--- src/rtl/score_sequencer_if.sv ---
// Control/data bundle between the note transcriber, the frame timing source
// and the staff score sequencer.
//   master : drives start/stop/clear pulses, the eighth-note period, detected
//            notes and the frame-start pulse; observes the committed score.
//   slave  : the sequencer; produces notes_out, cursor_out, page_out,
//            running_out and tick_out.
interface score_sequencer_if #(
    parameter int unsigned SLOTS    = 160,
    parameter int unsigned NOTE_W   = 6,
    parameter int unsigned PERIOD_W = 27
);
    logic                           start_in;
    logic                           stop_in;
    logic                           clear_in;
    logic [PERIOD_W-1:0]            eighth_period_in;
    logic                           note_valid_in;
    logic [NOTE_W-1:0]              note_in;
    logic                           new_frame_in;
    logic [SLOTS-1:0][NOTE_W-1:0]   notes_out;
    logic [7:0]                     cursor_out;
    logic [7:0]                     page_out;
    logic                           running_out;
    logic                           tick_out;

    modport master (
        output start_in, stop_in, clear_in, eighth_period_in,
               note_valid_in, note_in, new_frame_in,
        input  notes_out, cursor_out, page_out, running_out, tick_out
    );

    modport slave (
        input  start_in, stop_in, clear_in, eighth_period_in,
               note_valid_in, note_in, new_frame_in,
        output notes_out, cursor_out, page_out, running_out, tick_out
    );
endinterface

--- src/rtl/score_sequencer.sv ---
// Score sequencer: an eighth-note tick timer steps a write cursor through a
// 160-slot page (5 systems x 32 blocks). On each tick the current note (the
// incoming note when valid that cycle, else the held note) is written into a
// staging copy. The staging copy is committed to the renderer-facing array
// only on a frame-start pulse, so a frame never shows a half-updated page.
// Ports:
//   pixel_clk_in : single clock
//   rst_n_in     : asynchronous active-low reset
//   bus (slave)  : start/stop/clear pulses, eighth_period_in, note_valid_in,
//                  note_in, new_frame_in in; notes_out, cursor_out, page_out,
//                  running_out, tick_out out.
// The tick decision is made in the cycle where the slot counter reaches P-1;
// the slot write, cursor/page advance and counter restart happen on that
// clock edge, and tick_out is the registered pulse visible in the following
// cycle together with the updated cursor_out.
module score_sequencer #(
    parameter int unsigned SLOTS    = 160,
    parameter int unsigned NOTE_W   = 6,
    parameter int unsigned PERIOD_W = 27
) (
    input  logic              pixel_clk_in,
    input  logic              rst_n_in,
    score_sequencer_if.slave  bus
);
    localparam int unsigned CUR_W  = 8;
    localparam int unsigned PAGE_W = 8;
    localparam logic [CUR_W-1:0]    LAST_SLOT  = CUR_W'(SLOTS - 1);
    localparam logic [PERIOD_W-1:0] MIN_PERIOD = PERIOD_W'(2);

    typedef enum logic {
        IDLE = 1'b0,
        RUN  = 1'b1
    } state_t;

    state_t                         state_q, state_d;
    logic [PERIOD_W-1:0]            cnt_q, cnt_d;
    logic [PERIOD_W-1:0]            period_eff_c;
    logic [CUR_W-1:0]               cursor_q, cursor_d;
    logic [PAGE_W-1:0]              page_q, page_d;
    logic                           dirty_q, dirty_d;
    logic                           tick_q;
    logic                           tick_c;
    logic                           wrap_c;
    logic                           commit_c;
    logic [NOTE_W-1:0]              held_q;
    logic [NOTE_W-1:0]              wr_note_c;
    logic [SLOTS-1:0][NOTE_W-1:0]   staging_q;
    logic [SLOTS-1:0][NOTE_W-1:0]   notes_q;

    // Effective period is clamped to 2; a same-cycle valid note bypasses the holder.
    always_comb begin
        period_eff_c = (bus.eighth_period_in < MIN_PERIOD) ? MIN_PERIOD
                                                           : bus.eighth_period_in;
        wr_note_c    = bus.note_valid_in ? bus.note_in : held_q;
    end

    // Next-state, timer and cursor logic; clear overrides everything.
    always_comb begin
        state_d  = state_q;
        cnt_d    = cnt_q;
        cursor_d = cursor_q;
        page_d   = page_q;
        dirty_d  = dirty_q;
        tick_c   = 1'b0;
        wrap_c   = 1'b0;
        commit_c = bus.new_frame_in && dirty_q;

        if (commit_c) begin
            dirty_d = 1'b0;
        end

        if (state_q == RUN) begin
            // >= rather than == so a shrinking period cannot overrun the slot.
            if (!bus.clear_in && (cnt_q >= (period_eff_c - PERIOD_W'(1)))) begin
                tick_c = 1'b1;
            end else begin
                cnt_d = cnt_q + PERIOD_W'(1);
            end
            if (bus.stop_in) begin
                state_d = IDLE;
            end
        end else begin
            if (bus.start_in && !bus.stop_in) begin
                state_d = RUN;
            end
        end

        if (tick_c) begin
            cnt_d   = '0;
            dirty_d = 1'b1;
            if (cursor_q == LAST_SLOT) begin
                cursor_d = '0;
                page_d   = page_q + PAGE_W'(1);
                wrap_c   = 1'b1;
            end else begin
                cursor_d = cursor_q + CUR_W'(1);
            end
        end

        if (bus.clear_in) begin
            state_d  = IDLE;
            cnt_d    = '0;
            cursor_d = '0;
            page_d   = '0;
            dirty_d  = 1'b1;
        end
    end

    // State, timer, cursor and flag registers.
    always_ff @(posedge pixel_clk_in or negedge rst_n_in) begin
        if (!rst_n_in) begin
            state_q  <= IDLE;
            cnt_q    <= '0;
            cursor_q <= '0;
            page_q   <= '0;
            dirty_q  <= 1'b0;
            tick_q   <= 1'b0;
        end else begin
            state_q  <= state_d;
            cnt_q    <= cnt_d;
            cursor_q <= cursor_d;
            page_q   <= page_d;
            dirty_q  <= dirty_d;
            tick_q   <= tick_c;
        end
    end

    // Held note: last valid note from the transcriber.
    always_ff @(posedge pixel_clk_in or negedge rst_n_in) begin
        if (!rst_n_in) begin
            held_q <= '0;
        end else if (bus.note_valid_in) begin
            held_q <= bus.note_in;
        end
    end

    // Staging page; on wrap slots 1..SLOTS-1 are blanked, slot 0 is kept
    // until the next tick overwrites it.
    always_ff @(posedge pixel_clk_in or negedge rst_n_in) begin
        if (!rst_n_in) begin
            staging_q <= '0;
        end else if (bus.clear_in) begin
            staging_q <= '0;
        end else if (tick_c) begin
            staging_q[cursor_q] <= wr_note_c;
            if (wrap_c) begin
                for (int unsigned i = 1; i < SLOTS; i++) begin
                    staging_q[i] <= '0;
                end
            end
        end
    end

    // Renderer copy: takes the pre-edge staging contents on a dirty frame start.
    always_ff @(posedge pixel_clk_in or negedge rst_n_in) begin
        if (!rst_n_in) begin
            notes_q <= '0;
        end else if (commit_c) begin
            notes_q <= staging_q;
        end
    end

    assign bus.notes_out   = notes_q;
    assign bus.cursor_out  = cursor_q;
    assign bus.page_out    = page_q;
    assign bus.running_out = (state_q == RUN);
    assign bus.tick_out    = tick_q;

endmodule

--- src/flat_wrapper.sv ---
// flat-port wrapper written by rule: the top's interface ports become plain ports
module score_sequencer_flat 
#(
    parameter int unsigned SLOTS    = 160,
    parameter int unsigned NOTE_W   = 6,
    parameter int unsigned PERIOD_W = 27
)
  (pixel_clk_in, rst_n_in, bus_start_in, bus_stop_in, bus_clear_in, bus_eighth_period_in, bus_note_valid_in, bus_note_in, bus_new_frame_in, bus_notes_out, bus_cursor_out, bus_page_out, bus_running_out, bus_tick_out);
  score_sequencer_if #(.SLOTS(SLOTS), .NOTE_W(NOTE_W), .PERIOD_W(PERIOD_W)) bus_i ();
  input  logic pixel_clk_in;
  input  logic rst_n_in;
  input wire logic [$bits(bus_i.start_in)-1:0] bus_start_in;
  input wire logic [$bits(bus_i.stop_in)-1:0] bus_stop_in;
  input wire logic [$bits(bus_i.clear_in)-1:0] bus_clear_in;
  input wire logic [$bits(bus_i.eighth_period_in)-1:0] bus_eighth_period_in;
  input wire logic [$bits(bus_i.note_valid_in)-1:0] bus_note_valid_in;
  input wire logic [$bits(bus_i.note_in)-1:0] bus_note_in;
  input wire logic [$bits(bus_i.new_frame_in)-1:0] bus_new_frame_in;
  output wire logic [$bits(bus_i.notes_out)-1:0] bus_notes_out;
  output wire logic [$bits(bus_i.cursor_out)-1:0] bus_cursor_out;
  output wire logic [$bits(bus_i.page_out)-1:0] bus_page_out;
  output wire logic [$bits(bus_i.running_out)-1:0] bus_running_out;
  output wire logic [$bits(bus_i.tick_out)-1:0] bus_tick_out;
  assign bus_i.start_in = bus_start_in;
  assign bus_i.stop_in = bus_stop_in;
  assign bus_i.clear_in = bus_clear_in;
  assign bus_i.eighth_period_in = bus_eighth_period_in;
  assign bus_i.note_valid_in = bus_note_valid_in;
  assign bus_i.note_in = bus_note_in;
  assign bus_i.new_frame_in = bus_new_frame_in;
  assign bus_notes_out = bus_i.notes_out;
  assign bus_cursor_out = bus_i.cursor_out;
  assign bus_page_out = bus_i.page_out;
  assign bus_running_out = bus_i.running_out;
  assign bus_tick_out = bus_i.tick_out;
  score_sequencer #(.SLOTS(SLOTS), .NOTE_W(NOTE_W), .PERIOD_W(PERIOD_W)) u_core (.pixel_clk_in(pixel_clk_in), .rst_n_in(rst_n_in), .bus(bus_i));
endmodule
--- config.mk ---
export PLATFORM = sky130hd
export DESIGN_NAME = score_sequencer_flat
export DESIGN_NICKNAME = d
export VERILOG_FILES = /design/src/rtl/score_sequencer_if.sv /design/src/rtl/score_sequencer.sv /design/src/flat_wrapper.sv
export SDC_FILE = /design/constraint.sdc
export NUM_CORES = 2
export LEC_CHECK = 0
export BUFFER_PORTS_ARGS = -buffer_cell sky130_fd_sc_hd__buf_4
export CAP_MARGIN = 25
export CORE_AREA = 2 2 551 553
export CTS_BUF_LIST = sky130_fd_sc_hd__clkbuf_4 sky130_fd_sc_hd__clkbuf_8
export DETAILED_ROUTE_END_ITERATION = 16
export DIE_AREA = 0 0 553 555
export GPL_ROUTABILITY_DRIVEN = 0
export SYNTH_ARGS = -nofsm -noshare
export SYNTH_HDL_FRONTEND = slang
export SYNTH_SLANG_ARGS = --single-unit
export TNS_END_PERCENT = 10
--- constraint.sdc ---
create_clock -name pixel_clk_in -period 3.12 [get_ports pixel_clk_in]
set_input_delay 0.312 -clock pixel_clk_in [delete_from_list [all_inputs] [get_ports pixel_clk_in]]
set_output_delay 0.312 -clock pixel_clk_in [all_outputs]
set_load 0.005 [all_outputs]
==> metrics.md <==
| Metric | Value |
|---|---|
| Status | `finished, violations left` |
| Failing checks | `setup timing` |
| Critical path capture point type | `register` |
| Yosys reg bits | `1972` |
| Die area | `306900 sq um` |
| P_int | `40790 uW` |
| First-pass GRT wire length | `414700 microns` |
| Remaining global-route overflow | `0` |
| Starting density of the core | `0.2484` |
| Initial antenna violation count | `21` |
| R2r startpoint | `u_core.bus.cursor_out[0]` |
| FFs w/ async S/R, synth | `1.000` |
| Clk pwr share | `0.469` |
| Reg-to-reg critical path endpoint | `u_core.staging_q[843]` |
| PnR worst setup slack | `-0.9834 ns` |
| Worst Path Max Fanout | `11` |
| Sequential power share | `0.473` |
| Crit path DAT | `4.98 ns` |
| Area Overhead vs Synth | `34.81%` |
| Largest delay share family, worst path | `simple AND/OR/NAND/NOR gates` |
| Nets@finish | `6683` |
| Crit-path max cell delay | `0.54 ns` |
| Largest net degree at the start of global routing | `111` |
| Cell Rows | `202` |
| Sequential share of the synthesized area | `0.6595` |
| Die span in y | `555 microns` |
| Min Tclk post-route | `4.103 ns` |
| Synthesized instance count | `5115` |
| CP max-delay cell | `or4_4` |
| CTS root buffer | `clkbuf_8` |
| Worst Hold Class | `in2async` |
| EDFF count, synth | `0` |
| Predominant post-synthesis flop cell | `dfrtp_1` |
| CTS tree | `yes` |
| Final slew viol count | `0` |
| Clock transition at path regs | `0.06 ns` |
| Clock Latency Late Sink | `1.05 ns` |
| Skew final | `0.1001 ns` |
| P_sw | `13290 uW` |
| Max transition margin | `0.07278` |
| Clk sinks | `1972` |
| Synthesized netlist net count | `5189` |
| Syn_area_per_cell | `14.63 sq um` |
| Sw frac | `0.2458` |
| CP Class | `in2reg` |
| R2R depth | `8` |
| Worst path cell trace | `buf_6 > or3_4 > or4_4 > nor4_4 > nand2b_4 > ha_4 > nand2_4 > or3_4 > nor3_4 > xnor2_1 > ha_1 > a211oi_2 > o21ai_1 > a211oi_2 > o41a_1 > a211o_1 > buf_12 > a21oi_4 > buf_12 > buf_16 > a22o_1` |
| Share of layout cells above drive strength 1 | `0.4698` |
| Comb power frac | `0.058` |
| Synthesized cell area | `74830 sq um` |
| Buf/Inv on CP | `4` |
| Buffers on Ports | `1017` |
| Dpl hpwl | `205400 microns` |
| Setup crit start kind | `primary input` |
| Initial drt markers | `4139` |
| Setup TNS Final | `-838.04 ns` |
| GRT Overall Usage | `0.1856` |
| Routed WL | `298800 microns` |
| Post-DP Area | `90890 sq um` |
| Synth cell types | `55` |
| Unrepaired setup endpoints after global routing | `true` |
| Final ANT Viol Nets | `0` |
| Hold Vio Cnt, Final | `0` |
| Max-Cap Viols | `0` |
| Cell Pwr Density | `536.1 nW/um^2` |
| DR vias/cell | `4.880` |
| Wire per inst | `27.54 microns` |
| Vias in the first global route | `54.68k` |
| I/O pins | `1018` |
| Final setup violation count | `1005` |
| Least-Margin Pin Slew | `1.391 ns` |
| Lkg Pwr | `0.05026 uW` |
| Worst EP required | `4.00 ns` |
| Core area | `301300 sq um` |
| Post-route design area | `100900 sq um` |
| Yosys warnings | `0` |
| TritonRoute pass-1 iters | `5` |
| Period utilization | `1.315` |
| IR drop worst, VDD | `0.3112 mV` |
| Vias | `52.96k` |
| DR DRC count | `0` |
| Clock Tree Buf Depth | `4` |
| TritonCTS buffer count | `337` |
| Final core occ | `0.3348` |
| FMAX | `0.2437 GHz` |
| R2r setup slk | `-0.17 ns` |
| Die width | `553 microns` |
| # H-tree levels | `5` |
worst reg2reg max path, cell delays in order, from the launching register on:
cell     delay (ns)
dfrtp_1        0.47
inv_1          0.16
ha_1           0.35
nand3_4        0.70
buf_12         0.43
o21ai_0        0.50
a21oi_4        0.11
buf_12         0.20
a22o_1         0.24
how the worst max path moves through the flow:
stage,start,cells past startpoint,end,slack (ns)
after floorplan,bus_eighth_period_in[15],18,u_core.bus.page_out[6],-1.53
after global placement,bus_eighth_period_in[7],21,u_core.staging_q[89],-2.28
after detailed placement,bus_eighth_period_in[7],21,u_core.staging_q[89],-2.27
after CTS,bus_eighth_period_in[7],22,u_core.staging_q[793],-0.85
after global routing,bus_eighth_period_in[15],21,u_core.staging_q[919],-1.07
final,bus_eighth_period_in[15],21,u_core.staging_q[531],-0.98
registers in the layout, summed over array words and instances, names as in the netlist:
| register | cells |
|---|---|
| u_core.cnt_q | 27 |
| u_core.bus.cursor_out | 8 |
| u_core.dirty_q | 1 |
| u_core.bus.running_out | 1 |
| u_core.bus.page_out | 8 |
| u_core.staging_q | 960 |
| u_core.held_q | 6 |
| u_core.bus.notes_out | 960 |
| u_core.bus.tick_out | 1 |
cells in the final DEF, fill, tap and decap left out, types with 14 or more instances in the layout:
cell,Yosys,routed
dfrtp_1,1972,1972
buf_4,1,1250
mux2_2,961,961
a22o_1,894,894
clkbuf_8,0,418
nor2_1,210,209
o21ai_0,143,142
buf_12,0,133
clkbuf_4,0,105
a21oi_4,0,78
a21oi_1,207,74
a21oi_2,6,61
o2bb2ai_1,53,53
buf_6,2,51
nand2_1,58,42
ha_1,34,33
clkinv_2,0,29
nand3_1,34,27
xnor2_1,25,25
xor2_1,21,21
dlygate4sd3_1,0,18
diode_2,0,16
nand4_1,16,16
inv_1,14,14
clkbuf_16,0,14
buf_8,0,14
routing by layer:
layer	share of wire	vias to the layer above	global-route usage
met3	0.080	471	0.05240
met1	0.42	28080	0.2384
met4	0.040	0	0.07125
met2	0.46	2336	0.2954
met5	0	-	0
li1	-	22070	-
layout make-up:
cell class,count,area [sq um]
Inverter,15,56.30
Multi-Input combinational cell,2790,25420
Sequential cell,1972,49350
Fill cell,29420,200400
Antenna cell,16,40.04
Clock buffer,523,6541
Timing Repair Buffer,1493,13720
Tap cell,3978,4977
Clock inverter,65,770.7
synth_stat cells (21+ instances only):
library cell     n  area share
mux2_2         961        0.14
xor2_1          21      0.0025
dfrtp_1       1972        0.66
buf_2           96      0.0064
nor2_1         210       0.011
nand2_1         58      0.0029
ha_1            34      0.0057
a21oi_1        207       0.014
xnor2_1         25      0.0029
o21ai_0        143      0.0096
a22o_1         894        0.10
nand3_1         34      0.0023
clkbuf_1       230       0.012
o2bb2ai_1       53      0.0062
timing repair:
item	CTS	global route
setup buffers	15	14
resized for setup	185	140
hold buffers	19	0
pin swaps	24	61
endpoints found under the hold margin	1576	0
cloned	8	13
setup endpoints to repair	1005	1005
power groups by stage:
| stage | registers, uW | logic (uW) | clock network [uW] |
|---|---|---|---|
| floorplan | 26100 | 1050 | 0 |
| global placement | 26100 | 2690 | 0 |
| detailed placement | 26100 | 2730 | 0 |
| CTS | 25600 | 2940 | 25900 |
| global route | 25600 | 3310 | 27100 |
| finish | 25600 | 3110 | 25400 |
per-stage QoR:
stage / worst slack (ns) / std cells / hold WS, ns / power [uW]
floorplan: -1.529 / 5115 / 0.01641 / 27120
global placement: -2.279 / 10180 / 0.3213 / 28750
detailed placement: -2.270 / 10180 / 0.3267 / 28790
CTS: -0.8522 / 10810 / 0.09045 / 54440
global route: -1.072 / 10840 / 0.1709 / 55990
finish: -0.9834 / 10850 / 0.2506 / 54080
logic make-up (layout without fill, tap and decap cells):
family	Yosys count	in the layout	share of synthesized area
buf+inv	353	2096	0.01956
flops	1972	1972	0.6595
compound gates	1347	1347	0.1401
mux	968	968	0.1456
fa+ha+maj	34	34	0.005685
xor+xnor	46	46	0.005384
other cells	0	16	0
simple gates	395	395	0.02430
(Power assumes the default switching activity.)
